## config.mk

```make
export PLATFORM = sky130hd
export DESIGN_NAME = load_unit_flat
export DESIGN_NICKNAME = d
export VERILOG_FILES = /design/src/rtl/load_unit_if.sv /design/src/rtl/load_unit.sv /design/src/flat_wrapper.sv
export SDC_FILE = /design/constraint.sdc
export NUM_CORES = 1
export LEC_CHECK = 0
export CORE_MARGIN = 2
export CORE_UTILIZATION = 38
export DETAILED_ROUTE_END_ITERATION = 8
export PLACE_DENSITY = 0.83
export SETUP_SLACK_MARGIN = 0.4
export SLEW_MARGIN = 20
export SYNTH_ARGS = -nofsm -noshare
export SYNTH_HDL_FRONTEND = slang
export SYNTH_SLANG_ARGS = --single-unit
```

## constraint.sdc

```tcl
create_clock -name clk_in -period 1.78 [get_ports clk_in]
set_input_delay 0.267 -clock clk_in [delete_from_list [all_inputs] [get_ports clk_in]]
set_output_delay 0.267 -clock clk_in [all_outputs]
set_load 0.02 [all_outputs]
```

## src/rtl/load_unit_if.sv

```systemverilog
// Load-unit bus bundle: load-buffer request, BRAM read port and CDB broadcast.
// The load unit sits on the slave side; the surrounding core (or bench) is master.
interface load_unit_if #(
    parameter int unsigned ROB_IX_WIDTH = 3
);
    logic                    flush_in;
    logic                    valid_in;
    logic [31:0]             addr_in;
    logic [ROB_IX_WIDTH-1:0] rob_ix_in;
    logic [2:0]              funct3_in;
    logic                    ready_out;
    logic [31:0]             mem_addr_out;
    logic                    mem_re_out;
    logic [31:0]             mem_data_in;
    logic                    cdb_valid_out;
    logic [31:0]             cdb_data_out;
    logic [ROB_IX_WIDTH-1:0] cdb_rob_ix_out;
    logic                    cdb_exc_out;
    logic                    cdb_ready_in;

    modport slave (
        input  flush_in, valid_in, addr_in, rob_ix_in, funct3_in,
        input  mem_data_in, cdb_ready_in,
        output ready_out, mem_addr_out, mem_re_out,
        output cdb_valid_out, cdb_data_out, cdb_rob_ix_out, cdb_exc_out
    );

    modport master (
        output flush_in, valid_in, addr_in, rob_ix_in, funct3_in,
        output mem_data_in, cdb_ready_in,
        input  ready_out, mem_addr_out, mem_re_out,
        input  cdb_valid_out, cdb_data_out, cdb_rob_ix_out, cdb_exc_out
    );
endinterface

```

## src/rtl/load_unit.sv

```systemverilog
// Single-outstanding load unit: fixed-latency BRAM read, byte/half/word
// alignment with sign/zero extension, and CDB broadcast with valid/ready.
module load_unit #(
    parameter int unsigned ROB_IX_WIDTH = 3,
    parameter int unsigned MEM_LATENCY  = 2
) (
    input  logic         clk_in,
    input  logic         rst_in,
    load_unit_if.slave   bus
);
    localparam int unsigned CNT_W = (MEM_LATENCY > 1) ? $clog2(MEM_LATENCY) : 1;

    typedef enum logic [1:0] {IDLE, ISSUE, WAIT, RESP} state_t;

    state_t                  state, next_state;
    logic [CNT_W-1:0]        cnt;
    logic [31:0]             mem_addr;
    logic [31:0]             cdb_data;
    logic [ROB_IX_WIDTH-1:0] cdb_rob_ix;
    logic                    cdb_exc;
    logic [1:0]              offset;
    logic [2:0]              funct3;
    logic                    accept;
    logic                    capture;
    logic                    fault;
    logic [7:0]              sel_byte;
    logic [15:0]             sel_half;
    logic [31:0]             extracted;

    always_comb begin
        fault = 1'b0;
        case (bus.funct3_in)
            3'd0, 3'd4: fault = 1'b0;
            3'd1, 3'd5: fault = bus.addr_in[0];
            3'd2:       fault = (bus.addr_in[1:0] != 2'b00);
            default:    fault = 1'b1;
        endcase
    end

    always_comb begin
        sel_byte  = bus.mem_data_in[{offset, 3'b000} +: 8];
        sel_half  = bus.mem_data_in[{offset[1], 4'b0000} +: 16];
        extracted = bus.mem_data_in;
        case (funct3)
            3'd0:    extracted = {{24{sel_byte[7]}}, sel_byte};
            3'd4:    extracted = {24'd0, sel_byte};
            3'd1:    extracted = {{16{sel_half[15]}}, sel_half};
            3'd5:    extracted = {16'd0, sel_half};
            default: extracted = bus.mem_data_in;
        endcase
    end

    always_comb begin
        next_state = state;
        accept     = 1'b0;
        capture    = 1'b0;
        unique case (state)
            IDLE: begin
                if (bus.valid_in && !bus.flush_in) begin
                    accept     = 1'b1;
                    next_state = fault ? RESP : ISSUE;
                end
            end
            ISSUE: next_state = WAIT;
            WAIT: begin
                if (cnt == '0) begin
                    capture    = 1'b1;
                    next_state = RESP;
                end
            end
            RESP: begin
                if (bus.cdb_ready_in) next_state = IDLE;
            end
        endcase
        // Flush overrides everything, including a coincident grant or data capture.
        if (bus.flush_in) begin
            next_state = IDLE;
            capture    = 1'b0;
        end
    end

    always_ff @(posedge clk_in) begin
        if (rst_in) begin
            state      <= IDLE;
            cnt        <= '0;
            mem_addr   <= '0;
            cdb_data   <= '0;
            cdb_rob_ix <= '0;
            cdb_exc    <= 1'b0;
            offset     <= '0;
            funct3     <= '0;
        end else begin
            state <= next_state;
            if (accept) begin
                mem_addr   <= {bus.addr_in[31:2], 2'b00};
                cdb_rob_ix <= bus.rob_ix_in;
                offset     <= bus.addr_in[1:0];
                funct3     <= bus.funct3_in;
                cdb_exc    <= fault;
                cdb_data   <= '0;
            end
            if (state == ISSUE) begin
                cnt <= CNT_W'(MEM_LATENCY - 1);
            end else if (state == WAIT && cnt != '0) begin
                cnt <= cnt - CNT_W'(1);
            end
            if (capture) begin
                cdb_data <= extracted;
                cdb_exc  <= 1'b0;
            end
        end
    end

    assign bus.ready_out      = (state == IDLE);
    assign bus.mem_re_out     = (state == ISSUE);
    assign bus.mem_addr_out   = mem_addr;
    assign bus.cdb_valid_out  = (state == RESP);
    assign bus.cdb_data_out   = cdb_data;
    assign bus.cdb_rob_ix_out = cdb_rob_ix;
    assign bus.cdb_exc_out    = cdb_exc;
endmodule

```

## src/flat_wrapper.sv

```systemverilog
// flat-port wrapper written by rule: the top's interface ports become plain ports
module load_unit_flat 
#(
    parameter int unsigned ROB_IX_WIDTH = 3,
    parameter int unsigned MEM_LATENCY  = 2
)
  (clk_in, rst_in, bus_flush_in, bus_valid_in, bus_addr_in, bus_rob_ix_in, bus_funct3_in, bus_mem_data_in, bus_cdb_ready_in, bus_ready_out, bus_mem_addr_out, bus_mem_re_out, bus_cdb_valid_out, bus_cdb_data_out, bus_cdb_rob_ix_out, bus_cdb_exc_out);
  load_unit_if #(.ROB_IX_WIDTH(ROB_IX_WIDTH)) bus_i ();
  input  logic clk_in;
  input  logic rst_in;
  input wire logic [$bits(bus_i.flush_in)-1:0] bus_flush_in;
  input wire logic [$bits(bus_i.valid_in)-1:0] bus_valid_in;
  input wire logic [$bits(bus_i.addr_in)-1:0] bus_addr_in;
  input wire logic [$bits(bus_i.rob_ix_in)-1:0] bus_rob_ix_in;
  input wire logic [$bits(bus_i.funct3_in)-1:0] bus_funct3_in;
  input wire logic [$bits(bus_i.mem_data_in)-1:0] bus_mem_data_in;
  input wire logic [$bits(bus_i.cdb_ready_in)-1:0] bus_cdb_ready_in;
  output wire logic [$bits(bus_i.ready_out)-1:0] bus_ready_out;
  output wire logic [$bits(bus_i.mem_addr_out)-1:0] bus_mem_addr_out;
  output wire logic [$bits(bus_i.mem_re_out)-1:0] bus_mem_re_out;
  output wire logic [$bits(bus_i.cdb_valid_out)-1:0] bus_cdb_valid_out;
  output wire logic [$bits(bus_i.cdb_data_out)-1:0] bus_cdb_data_out;
  output wire logic [$bits(bus_i.cdb_rob_ix_out)-1:0] bus_cdb_rob_ix_out;
  output wire logic [$bits(bus_i.cdb_exc_out)-1:0] bus_cdb_exc_out;
  assign bus_i.flush_in = bus_flush_in;
  assign bus_i.valid_in = bus_valid_in;
  assign bus_i.addr_in = bus_addr_in;
  assign bus_i.rob_ix_in = bus_rob_ix_in;
  assign bus_i.funct3_in = bus_funct3_in;
  assign bus_i.mem_data_in = bus_mem_data_in;
  assign bus_i.cdb_ready_in = bus_cdb_ready_in;
  assign bus_ready_out = bus_i.ready_out;
  assign bus_mem_addr_out = bus_i.mem_addr_out;
  assign bus_mem_re_out = bus_i.mem_re_out;
  assign bus_cdb_valid_out = bus_i.cdb_valid_out;
  assign bus_cdb_data_out = bus_i.cdb_data_out;
  assign bus_cdb_rob_ix_out = bus_i.cdb_rob_ix_out;
  assign bus_cdb_exc_out = bus_i.cdb_exc_out;
  load_unit #(.ROB_IX_WIDTH(ROB_IX_WIDTH), .MEM_LATENCY(MEM_LATENCY)) u_core (.clk_in(clk_in), .rst_in(rst_in), .bus(bus_i));
endmodule
```

==> metrics.md, run 1 <==
| Metric | Value |
|---|---|
| Result of the run | `complete, but fails checks` |
| Failing checks | `setup timing` |
| Die Y | `96.33 µm` |
| Fillers | `499` |
| Commonest non-fill, non-tap cell in the layout | `clkdlybuf4s50_1` |
| Antenna Cells | `0` |
| Setup violators final | `16` |
| GPL Wtd Cong | `0.8159` |
| Crit Path Max Fanout | `8` |
| Post-DR vias/cell | `about 5.8` |
| Fin. max-slew vios | `0` |
| Worst-margin pin slew | `0.7153 ns` |
| Site Rows | `33` |
| Clk_lat worst skew | `0.37 ns` |
| Final Cycle Share | `1.020` |
| Hold Crit Class | `input pin to register` |
| Post-route cell area | `6454 µm²` |
| Largest family of logic cells by synthesized area | `compound AO/OA/AOI/OAI gates` |
| CP startpoint kind | `input pin` |
| Slew HR | `0.5187` |
| # IOs | `146` |
| Clock buffer depth | `2` |
| Worst Skew | `~0.011 ns` |
| Synth Flop Type | `dfxtp_1` |
| First-pass GRT wire length | `19920 µm` |
| Number of flops mapped to enable cells by yosys | `0` |
| Xor/xnor share of the synthesized area | `0` |
| Post-synthesis compound-gate area fraction | `0.2511` |
| Area growth syn-to-layout | `99.23%` |
| CP delay by family, top | `buffers and inverters` |
| Final Hold Fails | `0` |
| Most frequent cells in the layout | `71 x clkdlybuf4s50_1, 68 x dfxtp_1, 60 x dlygate4sd2_1, 42 x a21oi_2, 41 x nand2_4` |
| Leakage | `2.757 nW` |
| CTS tree | `built` |
| GRT Overall Usage | `0.2859` |
| Yosys warns | `0` |
| Setup crit end kind | `register` |
| Ys async rst share | `0` |
| Hold buffer count at CTS | `0` |
| Mapped Area | `3239 µm²` |
| Worst path cell trace | `clkdlybuf4s50_1 > mux2_4 > a222oi_1 > buf_4 > nor4b_4 > a221o_1` |
| Mux cell area share after synthesis | `0.04480` |
| Pwr/cell area | `690.5 nW/µm²` |
| Largest net degree at the start of global routing | `45` |
| Synth Register Bits | `74` |
| Detailed-route DRC error count | `0` |
| Die W | `96.33 µm` |
| GRT overflow | `0` |
| Final WS setup | `-0.03590 ns` |
| Seq/Total Area, Yosys | `0.4573` |
| Clk sink count | `74` |
| Fin util | `0.7815` |
| CTS Buf Count | `9` |
| F_max | `550.7 MHz` |
| Max VDD drop | `616.6 µV` |
| Root buffer cell | `clkbuf_8` |
| Layout cells sized above 1 | `0.4214` |
| Post-synthesis adder-cell area fraction | `0.01545` |
| Core Region | `~8300 µm²` |
| Synth cell types | `40` |
| Slowest-stage cell, CP | `clkdlybuf4s50_1` |
| Max cap viols | `0` |
| Initial antenna violation count | `0` |
| DR pass1 iterations | `5` |
| Setup CP Type | `input pin to register` |
| Wire per inst | `between 20 and 25 µm` |
| Post-Synthesis Cells | `about 380` |
| Nets@finish | `653` |
| DR vias | `a little under 4000` |
| RSZ-0062 raised after global routing | `true` |
| Avg Cell Area, Syn | `8.615 µm²` |
| Post-DP HPWL | `7447 µm` |
| Number of global-route vias before repair | `approximately 3900` |
| Tmin final | `1.816 ns` |
| Post-Route WL | `15100 µm` |
| Area post-placement | `between 4000 and 5000 µm²` |
| Port buffer count | `between 100 and 150` |
| Crit path DAT | `2.07 ns` |
| Slowest stage delay, CP | `0.51 ns` |
| Reg clk slew, reported paths | `0.08 ns` |
| Post-route antenna net violation count | `0` |
| WP buf/inv | `2` |
| Die area | `~9300 µm²` |
| Simple-Gate Fraction of Synth Area | `0.1792` |
| H-tree Lvls | `3` |
| Starting Density | `0.3923` |
| Initial DRC count | `167` |
| CP Data Required Time | `between 2 and 2.5 ns` |
[cells by family after synthesis]
logic type	after synthesis
AOI/OAI and AO/OA	122
other	1
adders and majority gates	4
muxes	12
DFF	74
and+or+nand+nor	124
buffers and inverters	39
[metal layers]
layer,GRT usage,wire (µm),vias up
met5,0,0,-
met4,0.1408,1009,0
met3,0.07987,1435,74
met2,0.5046,7489,278
met1,0.3133,5163,1866
li1,-,-,1749
[metrics by stage]
step | hold slack, ns | std cells | setup WS [ns] | power (mW) | TNS [ns]
finish | 0.4390 | 684 | -0.03590 | 4.457 | -0.3606
global route | 0.4471 | 684 | -0.05287 | 4.581 | -0.6263
CTS | 0.4208 | 674 | 0.1042 | 4.188 | 0
detailed placement | 0.4470 | 620 | -0.3830 | 2.614 | -8.997
global placement | 0.4410 | 620 | -0.2813 | 2.593 | -6.891
floorplan | 0.3492 | 377 | 0.05281 | 2.179 | 0
[timing repair]
item                       in CTS  in global routing
cloned                         13                  0
pin swaps                      44                 66
buffers inserted               25                 10
setup endpoints to repair     142                 84
gates resized for setup       180                143
[sequential cells by signal, indices dropped and copies added, names as in the netlist]
signal / count
u_core.bus.cdb_data_out: 32
u_core.bus.mem_addr_out: 30
u_core.bus.cdb_rob_ix_out: 3
u_core.funct3: 3
u_core.offset: 2
u_core.state: 2
u_core.bus.cdb_exc_out: 1
u_core.cnt: 1
[synth_stat cells (all sizes together) (7+ instances only)]
cell type  count  share of area
a32o           7          0.022
clkbuf        20          0.023
o21ai         14          0.022
nor2           8         0.0093
mux2          10          0.035
nand2b        10          0.019
buf           12          0.020
or3            8          0.015
a221o         16          0.049
a21oi         61          0.094
nand2         80          0.093
dfxtp         74           0.46
[layout make-up]
cell class | count | area [µm²] | area share
clock inverter | 7 | 76.32 | 0.01183
tap | 105 | 131.4 | 0.02036
inverter | 7 | 35.03 | 0.005428
sequential | 74 | 1499 | 0.2323
timing repair buffer | 215 | 2248 | 0.3484
multi-input combinational | 267 | 2340 | 0.3625
clock buffer | 9 | 123.9 | 0.01919
[report_power, final]
part           total [mW]  switching (mW)  internal, mW
clock                1.39           0.734         0.657
combinational        1.26           0.614         0.646
sequential           1.80          0.0838          1.72
total                4.46            1.43          3.02
[path summary, 6_finish.rpt]
| path | from | to | slack (ns) | depth (start not counted) |
|---|---|---|---|---|
| setup / recovery | bus_mem_data_in[31] | u_core.bus.cdb_data_out[25]$_SDFFE_PP0P_ | -0.04 | 6 |
| hold / removal | bus_flush_in | u_core.state[0]$_SDFFE_PP0P_ | 0.44 | 2 |
| setup reg to reg | u_core.offset[0]$_SDFFE_PP0P_ | u_core.bus.cdb_data_out[25]$_SDFFE_PP0P_ | -0.01 | 5 |
| hold reg to reg | u_core.bus.cdb_data_out[0]$_SDFFE_PP0P_ | u_core.bus.cdb_data_out[0]$_SDFFE_PP0P_ | 0.46 | 1 |
(Power assumes the default switching activity.)
==> inputs of run 2 (changes only) <==
--- a/config.mk
+++ b/config.mk
@@ -6,9 +6,9 @@
 export NUM_CORES = 1
 export LEC_CHECK = 0
 export CORE_MARGIN = 2
-export CORE_UTILIZATION = 38
+export CORE_UTILIZATION = 42
 export DETAILED_ROUTE_END_ITERATION = 8
-export PLACE_DENSITY = 0.83
+export PLACE_DENSITY = 0.87
 export SETUP_SLACK_MARGIN = 0.4
 export SLEW_MARGIN = 20
 export SYNTH_ARGS = -nofsm -noshare
==> constraint.sdc (replaced) <==
create_clock -name clk_in -period 2.05 [get_ports clk_in]
set_input_delay 0.3075 -clock clk_in [delete_from_list [all_inputs] [get_ports clk_in]]
set_output_delay 0.3075 -clock clk_in [all_outputs]
set_load 0.02 [all_outputs]
==> run 2 against run 1 <==
- first-iteration DRC count is 3.0% higher
- sequential share of layout area is 5.3 points higher
- die area down 9.1%
- critical endpoint is now u_core.bus.cdb_data_out[30]$_SDFFE_PP0P_
- the flow now finishes without violations
- core utilization fell by 9.4 points
- global-route usage is 4.1 points lower
==> metrics.md, run 2 (synthesis gave the netlist of run 1 again) <==
| Metric | Value |
|---|---|
| Post-Route WL | `10710 µm (was 15100 µm)` |
| GPL Wtd Cong | `0.9244 (was 0.8159)` |
| Final Power | `3.386 mW (was 4.457 mW)` |
| H-tree Lvls | `3 (unchanged)` |
| Core Region | `7607 µm² (was 8258 µm²)` |
| Initial DRC count | `172 (was 167)` |
| Final Cycle Share | `0.8557` |
| Max cap viols | `0 (unchanged)` |
| Clk_lat worst skew | `0.34 ns (was 0.37 ns)` |
| CTS Buf Count | `9 (unchanged)` |
| Wire per inst | `16.92 µm (was 22.07 µm)` |
| Area growth syn-to-layout | `61.37% (was 99.23%)` |
| CP Data Required Time | `2.33 ns (was 2.04 ns)` |
| RSZ-0062 raised after global routing | `true (unchanged)` |
| Max VDD drop | `413.1 µV (was 616.6 µV)` |
| Fin cells | `633 (was 684)` |
| # IOs | `146 (unchanged)` |
| Placed cell count | `610 (was 620)` |
| Setup violators final | `0 (was 16)` |
| Slowest stage delay, CP | `0.55 ns (was 0.51 ns)` |
| Post-route antenna net violation count | `0 (unchanged)` |
| DR vias | `3462 (was 3967)` |
| Setup crit end kind | `register (unchanged)` |
| Commonest non-fill, non-tap cell in the layout | `clkdlybuf4s50_1 (unchanged)` |
| Leakage | `2.182 nW (was 2.757 nW)` |
| Slew HR | `0.6173 (was 0.5187)` |
| F_max | `570.1 MHz` |
| First-pass GRT wire length | `16490 µm (was 19920 µm)` |
| Root buffer cell | `clkbuf_8 (unchanged)` |
| DR pass1 iterations | `4 (was 5)` |
| Pwr/cell area | `647.8 nW/µm² (was 690.5 nW/µm²)` |
| Layout cells sized above 1 | `0.1507 (was 0.4214)` |
| Max reg flops | `32 (unchanged)` |
| Result of the run | `finished, final reports clean (was complete, but fails checks)` |
| GRT overflow | `0 (unchanged)` |
| Port buffer count | `143 (unchanged)` |
| Worst path cell trace | `clkdlybuf4s50_1 > buf_4 > nor3_2 > nor4b_4 > a221o_1 (was clkdlybuf4s50_1 > mux2_4 > a222oi_1 > buf_4 > nor4b_4 > a221o_1)` |
| Post-route cell area | `5228 µm² (was 6454 µm²)` |
| Die W | `91.82 µm (was 96.33 µm)` |
| Tmin final | `1.754 ns` |
| Sw Ratio | `0.2840 (was 0.3213)` |
| Site Rows | `32 (was 33)` |
| Crit path DAT | `2.03 ns (was 2.07 ns)` |
| GRT Overall Usage | `0.2447 (was 0.2859)` |
| Hold buffer count at CTS | `0 (unchanged)` |
| Die area | `8431 µm² (was 9279 µm²)` |
| Clock power share | `0.331 (was 0.312)` |
| Antenna Cells | `0 (unchanged)` |
| Starting Density | `0.4258 (was 0.3923)` |
| Sequential fraction of design power | `0.454 (was 0.405)` |
| Largest net degree at the start of global routing | `44 (was 45)` |
| Switching Power | `961.7 µW (was 1.432 mW)` |
| Die Y | `91.82 µm (was 96.33 µm)` |
| Worst-margin pin slew | `0.5716 ns (was 0.7153 ns)` |
| Setup CP Type | `input pin to register (unchanged)` |
| Clk sink count | `74 (unchanged)` |
| Comb power frac | `0.215 (was 0.283)` |
| Nets@finish | `605 (was 653)` |
| Crit Path Max Fanout | `8 (unchanged)` |
| CP startpoint kind | `input pin (unchanged)` |
| Detailed-route DRC error count | `0 (unchanged)` |
| Worst Skew | `0.009215 ns (was 0.01107 ns)` |
| Most frequent cells in the layout | `122 x clkdlybuf4s50_1, 80 x nand2_1, 69 x dfxtp_1, 59 x a21oi_1, 20 x buf_4 (was 71 x clkdlybuf4s50_1, 68 x dfxtp_1, 60 x dlygate4sd2_1, 42 x a21oi_2, 41 x nand2_4)` |
| Internal power | `2.425 mW (was 3.025 mW)` |
| Clock buffer depth | `2 (unchanged)` |
| Hold Crit Class | `input pin to register (unchanged)` |
| Number of global-route vias before repair | `3417 (was 3872)` |
| Area post-placement | `4847 µm² (was 4957 µm²)` |
| Reg clk slew, reported paths | `0.08 ns (about the same)` |
| Post-DR vias/cell | `5.469 (was 5.800)` |
| Fin. max-slew vios | `0 (unchanged)` |
| CTS tree | `built (unchanged)` |
| Final Hold Fails | `0 (unchanged)` |
| Slowest-stage cell, CP | `nor4b_4 (was clkdlybuf4s50_1)` |
| Post-DP HPWL | `7318 µm (was 7447 µm)` |
| Initial antenna violation count | `0 (unchanged)` |
run 2: cell types whose count changed in the layout (fill, tap and decap cells not counted), sizes merged, moves of 2 or more:
cell / previous run / this run
buf: 76 / 27
clkbuf: 15 / 10
clkdlybuf4s50: 71 / 122
clkinv: 3 / 5
dlygate4sd2: 60 / 2
dlymetal6s2s: 0 / 15
inv: 8 / 6
run 2: power groups by stage:
stage                     Combinational, mW  Clock (mW)  Sequential, mW
after floorplan                       0.263           0            1.62
after global placement                0.659           0            1.57
after detailed placement              0.673           0            1.57
after CTS                             0.705        1.14            1.54
after global routing                  0.779        1.22            1.55
final                                 0.727        1.12            1.54
run 2: worst max-delay path: cells and delay by family:
kind                   cells  cell delay, ns
and+or+nand+nor            2            0.86
buffers and inverters      2            0.66
AOI/OAI and AO/OA          1            0.20
run 2: per-stage QoR:
stage / utilization / setup slack, ns / hold WS, ns / TNS [ns]
final: 0.6872 / 0.2958 / 0.3032 / 0
after global routing: 0.6872 / 0.2638 / 0.2857 / 0
after CTS: 0.6730 / 0.3069 / 0.2658 / 0
after detailed placement: 0.6372 / -0.2600 / 0.4485 / -4.510
after global placement: 0.6372 / -0.1878 / 0.4412 / -3.104
after floorplan: - / 0.3228 / 0.3906 / 0
run 2: layout make-up:
class	instances	area (µm²)
Sequential cell	74	1493
Multi-Input combinational cell	266	1717
Tap cell	102	127.6
Inverter	7	30.03
Timing Repair Buffer	168	1667
Clock buffer	9	123.9
Clock inverter	7	70.07
Fill cell	583	2380
run 2: routing by layer:
layer / vias to the layer above / global-route usage / wire, µm
met5: - / 0 / 0
met4: 0 / 0.1020 / 254
met3: 25 / 0.08792 / 1141
met2: 173 / 0.4105 / 5186
met1: 1623 / 0.2822 / 4129
li1: 1641 / - / -
run 2: repair_timing:
item	CTS	global route
pin swaps	6	5
gates resized for setup	16	39
cloned	2	0
setup endpoints to repair	35	55
buffers inserted	5	0
run 2: final timing paths:
check,from,to,slack (ns),depth (start not counted)
worst min register to register,u_core.bus.mem_addr_out[29]$_SDFFE_PP0P_,u_core.bus.mem_addr_out[29]$_SDFFE_PP0P_,0.46,2
worst max register to register,u_core.state[0]$_SDFFE_PP0P_,u_core.bus.cdb_data_out[30]$_SDFFE_PP0P_,0.31,6
worst min-delay path,rst_in,u_core.cnt$_SDFFE_PP0P_,0.30,2
worst max-delay path,bus_flush_in,u_core.bus.cdb_data_out[30]$_SDFFE_PP0P_,0.30,5
==> inputs of run 3 (changes only) <==
--- a/config.mk
+++ b/config.mk
@@ -6,11 +6,11 @@
 export NUM_CORES = 1
 export LEC_CHECK = 0
 export CORE_MARGIN = 2
-export CORE_UTILIZATION = 42
+export CORE_UTILIZATION = 62
 export DETAILED_ROUTE_END_ITERATION = 8
-export PLACE_DENSITY = 0.87
-export SETUP_SLACK_MARGIN = 0.4
-export SLEW_MARGIN = 20
+export DONT_BUFFER_PORTS = 1
+export PLACE_DENSITY = 0.84
+export SETUP_SLACK_MARGIN = 0.05
 export SYNTH_ARGS = -nofsm -noshare
 export SYNTH_HDL_FRONTEND = slang
 export SYNTH_SLANG_ARGS = --single-unit
==> run 3 against run 2 <==
- via count down 19%
- critical path depth rose by 2
- first-iteration DRC count is 12% higher
- sequential cell count unchanged
- cell area fell by 32%
- worst hold slack worse by 0.27 ns
- worst setup slack got worse by 0.14 ns
- fmax is 7.3% lower
- core utilization increased by 1.5 points
- routed wire length is 29% lower
- clock power rose by 9.8%
- count of clock-buffer cells in the layout rose by 2
==> metrics.md, run 3 (synthesis gave the netlist of run 1 again) <==
| Metric | Value |
|---|---|
| Result of the run | `finished, final reports clean (unchanged)` |
| Leakage | `1.322 nW (was 2.182 nW)` |
| Hold Crit Start | `rst_in (unchanged)` |
| Final Cycle Share | `0.9230 (was 0.8557)` |
| Die Y | `76.28 µm (was 91.82 µm)` |
| Slowest stage delay, CP | `0.49 ns (was 0.55 ns)` |
| CP startpoint kind | `register (was input pin)` |
| Final setup TNS | `0 ns (unchanged)` |
| H-tree Lvls | `3 (unchanged)` |
| CTS Buf Count | `9 (unchanged)` |
| GPL Wtd Cong | `0.8466 (was 0.9244)` |
| Tmin final | `1.892 ns (was 1.754 ns)` |
| Clk_lat worst skew | `0.34 ns (about the same)` |
| Fillers | `415 (was 583)` |
| FF+latch area | `1483 µm² (was 1493 µm²)` |
| Post-DR vias/cell | `6.239 (was 5.469)` |
| DR pass1 iterations | `4 (unchanged)` |
| Wire per inst | `16.94 µm (was 16.92 µm)` |
| Worst Hold Depth | `1 (was 2)` |
| Area of the multi-input gates | `1614 µm² (was 1717 µm²)` |
| Max reg flops | `32 (unchanged)` |
| Slew HR | `0.5968 (was 0.6173)` |
| Placed cell count | `429 (was 610)` |
| Worst Skew | `0.008654 ns (was 0.009215 ns)` |
| Worst path cell trace | `inv_1 > ha_1 > buf_4 > a222oi_1 > buf_4 > a21boi_0 > a21oi_1 (was clkdlybuf4s50_1 > buf_4 > nor3_2 > nor4b_4 > a221o_1)` |
| Worst reg2reg path depth | `7 (was 6)` |
| Area post-placement | `3302 µm² (was 4847 µm²)` |
| Die area | `5819 µm² (was 8431 µm²)` |
| Clk sink count | `74 (unchanged)` |
| Slowest-stage cell, CP | `a222oi_1 (was nor4b_4)` |
| Commonest non-fill, non-tap cell in the layout | `nand2_1 (was clkdlybuf4s50_1)` |
| Core Region | `5075 µm² (was 7607 µm²)` |
| Max VDD drop | `615.2 µV (was 413.1 µV)` |
| Port buffer count | `0 (was 143)` |
| DR vias | `2789 (was 3462)` |
| Fin cells | `447 (was 633)` |
| F_max | `528.5 MHz (was 570.1 MHz)` |
| Nets@finish | `451 (was 605)` |
| Post-DP HPWL | `5439 µm (was 7318 µm)` |
| Initial DRC count | `193 (was 172)` |
| Setup violators final | `0 (unchanged)` |
| GRT overflow | `0 (unchanged)` |
| Root buffer cell | `clkbuf_8 (unchanged)` |
| Reg clk slew, reported paths | `0.08 ns (about the same)` |
| FF-to-FF End | `u_core.state[1]$_SDFFE_PP0P_ (was u_core.bus.cdb_data_out[30]$_SDFFE_PP0P_)` |
| Post-route antenna net violation count | `0 (unchanged)` |
| Setup CP Type | `register to register (was input pin to register)` |
| Max cap viols | `0 (unchanged)` |
| Largest net degree at the start of global routing | `47 (was 44)` |
| Crit path DAT | `2.12 ns (was 2.03 ns)` |
| Most frequent cells in the layout | `80 x nand2_1, 73 x dfxtp_1, 61 x a21oi_1, 16 x a221o_1, 15 x buf_4 (was 122 x clkdlybuf4s50_1, 80 x nand2_1, 69 x dfxtp_1, 59 x a21oi_1, 20 x buf_4)` |
| Site Rows | `26 (was 32)` |
| GRT Overall Usage | `0.2595 (was 0.2447)` |
| RSZ-0062 raised after global routing | `false (was true)` |
| Layout cells sized above 1 | `0.1300 (was 0.1507)` |
| Post-Route WL | `7574 µm (was 10710 µm)` |
| Top cell by count, worst path | `buf_4` |
| Number of global-route vias before repair | `2694 (was 3417)` |
| Area growth syn-to-layout | `9.965% (was 61.37%)` |
| CTS tree | `built (unchanged)` |
| Die W | `76.28 µm (was 91.82 µm)` |
| Dpl ws | `-0.08482 ns (was -0.2600 ns)` |
| Detailed-route DRC error count | `0 (unchanged)` |
| Final Hold Fails | `0 (unchanged)` |
| CP Data Required Time | `2.28 ns (was 2.33 ns)` |
| Crit Path Max Fanout | `4 (was 8)` |
| Starting Density | `0.6383 (was 0.4258)` |
| Worst-margin pin slew | `0.6035 ns (was 0.5716 ns)` |
| Reg2reg start | `u_core.state[0]$_SDFFE_PP0P_ (unchanged)` |
| Final WS setup | `0.1578 ns (was 0.2958 ns)` |
| First-pass GRT wire length | `12360 µm (was 16490 µm)` |
| Initial antenna violation count | `0 (unchanged)` |
| Setup crit end kind | `register (unchanged)` |
| Hold Path End | `u_core.bus.mem_addr_out[12]$_SDFFE_PP0P_ (was u_core.cnt$_SDFFE_PP0P_)` |
| Hold Crit Class | `input pin to register (unchanged)` |
| Post-route cell area | `3562 µm² (was 5228 µm²)` |
| Antenna Cells | `0 (unchanged)` |
| Pwr/cell area | `882.1 nW/µm² (was 647.8 nW/µm²)` |
| Fin. max-slew vios | `0 (unchanged)` |
| # IOs | `146 (unchanged)` |
| Clock buffer depth | `2 (unchanged)` |
| R2R Setup Slk | `0.16 ns (was 0.31 ns)` |
==> run 3: changes by cell type in the layout (fill, tap and decap cells not counted), sizes merged, moves of 2 or more <==
cell / delta
buf: -11
dlymetal6s2s: -15
clkdlybuf4s50: -122
dlygate4sd2: -2
clkinv: -2
==> run 3: what timing repair did <==
action	4_1_cts	5_1_grt
buffers inserted	0	2
pin swaps	0	1
resized for setup	1	3
cloned	0	0
endpoints found under the setup margin	16	18
hold buffers	0	0
==> run 3: cell type report <==
class / count / share of cell area
clock buffers: 11 / 0.03969
repair buffers: 16 / 0.03723
flip-flops and latches: 74 / 0.4162
well taps: 70 / 0.02459
clock inverters: 5 / 0.02178
multi-input cells: 264 / 0.4531
inverters: 7 / 0.007376
==> run 3: critical path, delay by kind of cell (launching register included) <==
kind            cells  cell delay, ns
fa+ha+maj           1            0.23
flops               1            0.39
buf+inv             3            0.44
compound gates      3            0.73
==> run 3: worst max-delay path by stage <==
stage                                 startpoint                                        to  slack [ns]  cells after the start
CTS                 u_core.state[0]$_SDFFE_PP0P_  u_core.bus.cdb_data_out[28]$_SDFFE_PP0P_        0.16                      7
finish              u_core.state[0]$_SDFFE_PP0P_              u_core.state[1]$_SDFFE_PP0P_        0.16                      7
floorplan           u_core.state[0]$_SDFFE_PP0P_  u_core.bus.cdb_data_out[26]$_SDFFE_PP0P_        0.27                      7
global placement    u_core.state[0]$_SDFFE_PP0P_  u_core.bus.cdb_data_out[21]$_SDFFE_PP0P_       0.008                      6
detailed placement  u_core.state[0]$_SDFFE_PP0P_  u_core.bus.cdb_data_out[22]$_SDFFE_PP0P_       -0.08                      6
global route        u_core.state[0]$_SDFFE_PP0P_              u_core.state[1]$_SDFFE_PP0P_        0.04                      7
==> run 3: stage by stage <==
step / total power, mW / utilization / hold slack [ns]
after floorplan: 1.877 / - / 0.3906
after global placement: 1.923 / 0.6506 / 0.3789
final: 3.142 / 0.7019 / 0.02858
after detailed placement: 1.937 / 0.6506 / 0.3816
after global routing: 3.266 / 0.7019 / 0.01325
after CTS: 3.159 / 0.6955 / 0.01271
==> run 3: metal layers <==
| metal | part of all wire | track usage |
|---|---|---|
| met2 | 0.47 | 0.4150 |
| met3 | 0.11 | 0.1031 |
| met5 | 0 | 0 |
| met4 | 0.021 | 0.1382 |
| met1 | 0.40 | 0.2985 |
==> run 3: power by group <==
part	switching [mW]	total (mW)	internal, mW
combinational	0.180	0.312	0.132
sequential	0.107	1.60	1.50
clock	0.512	1.23	0.715
total	0.799	3.14	2.34
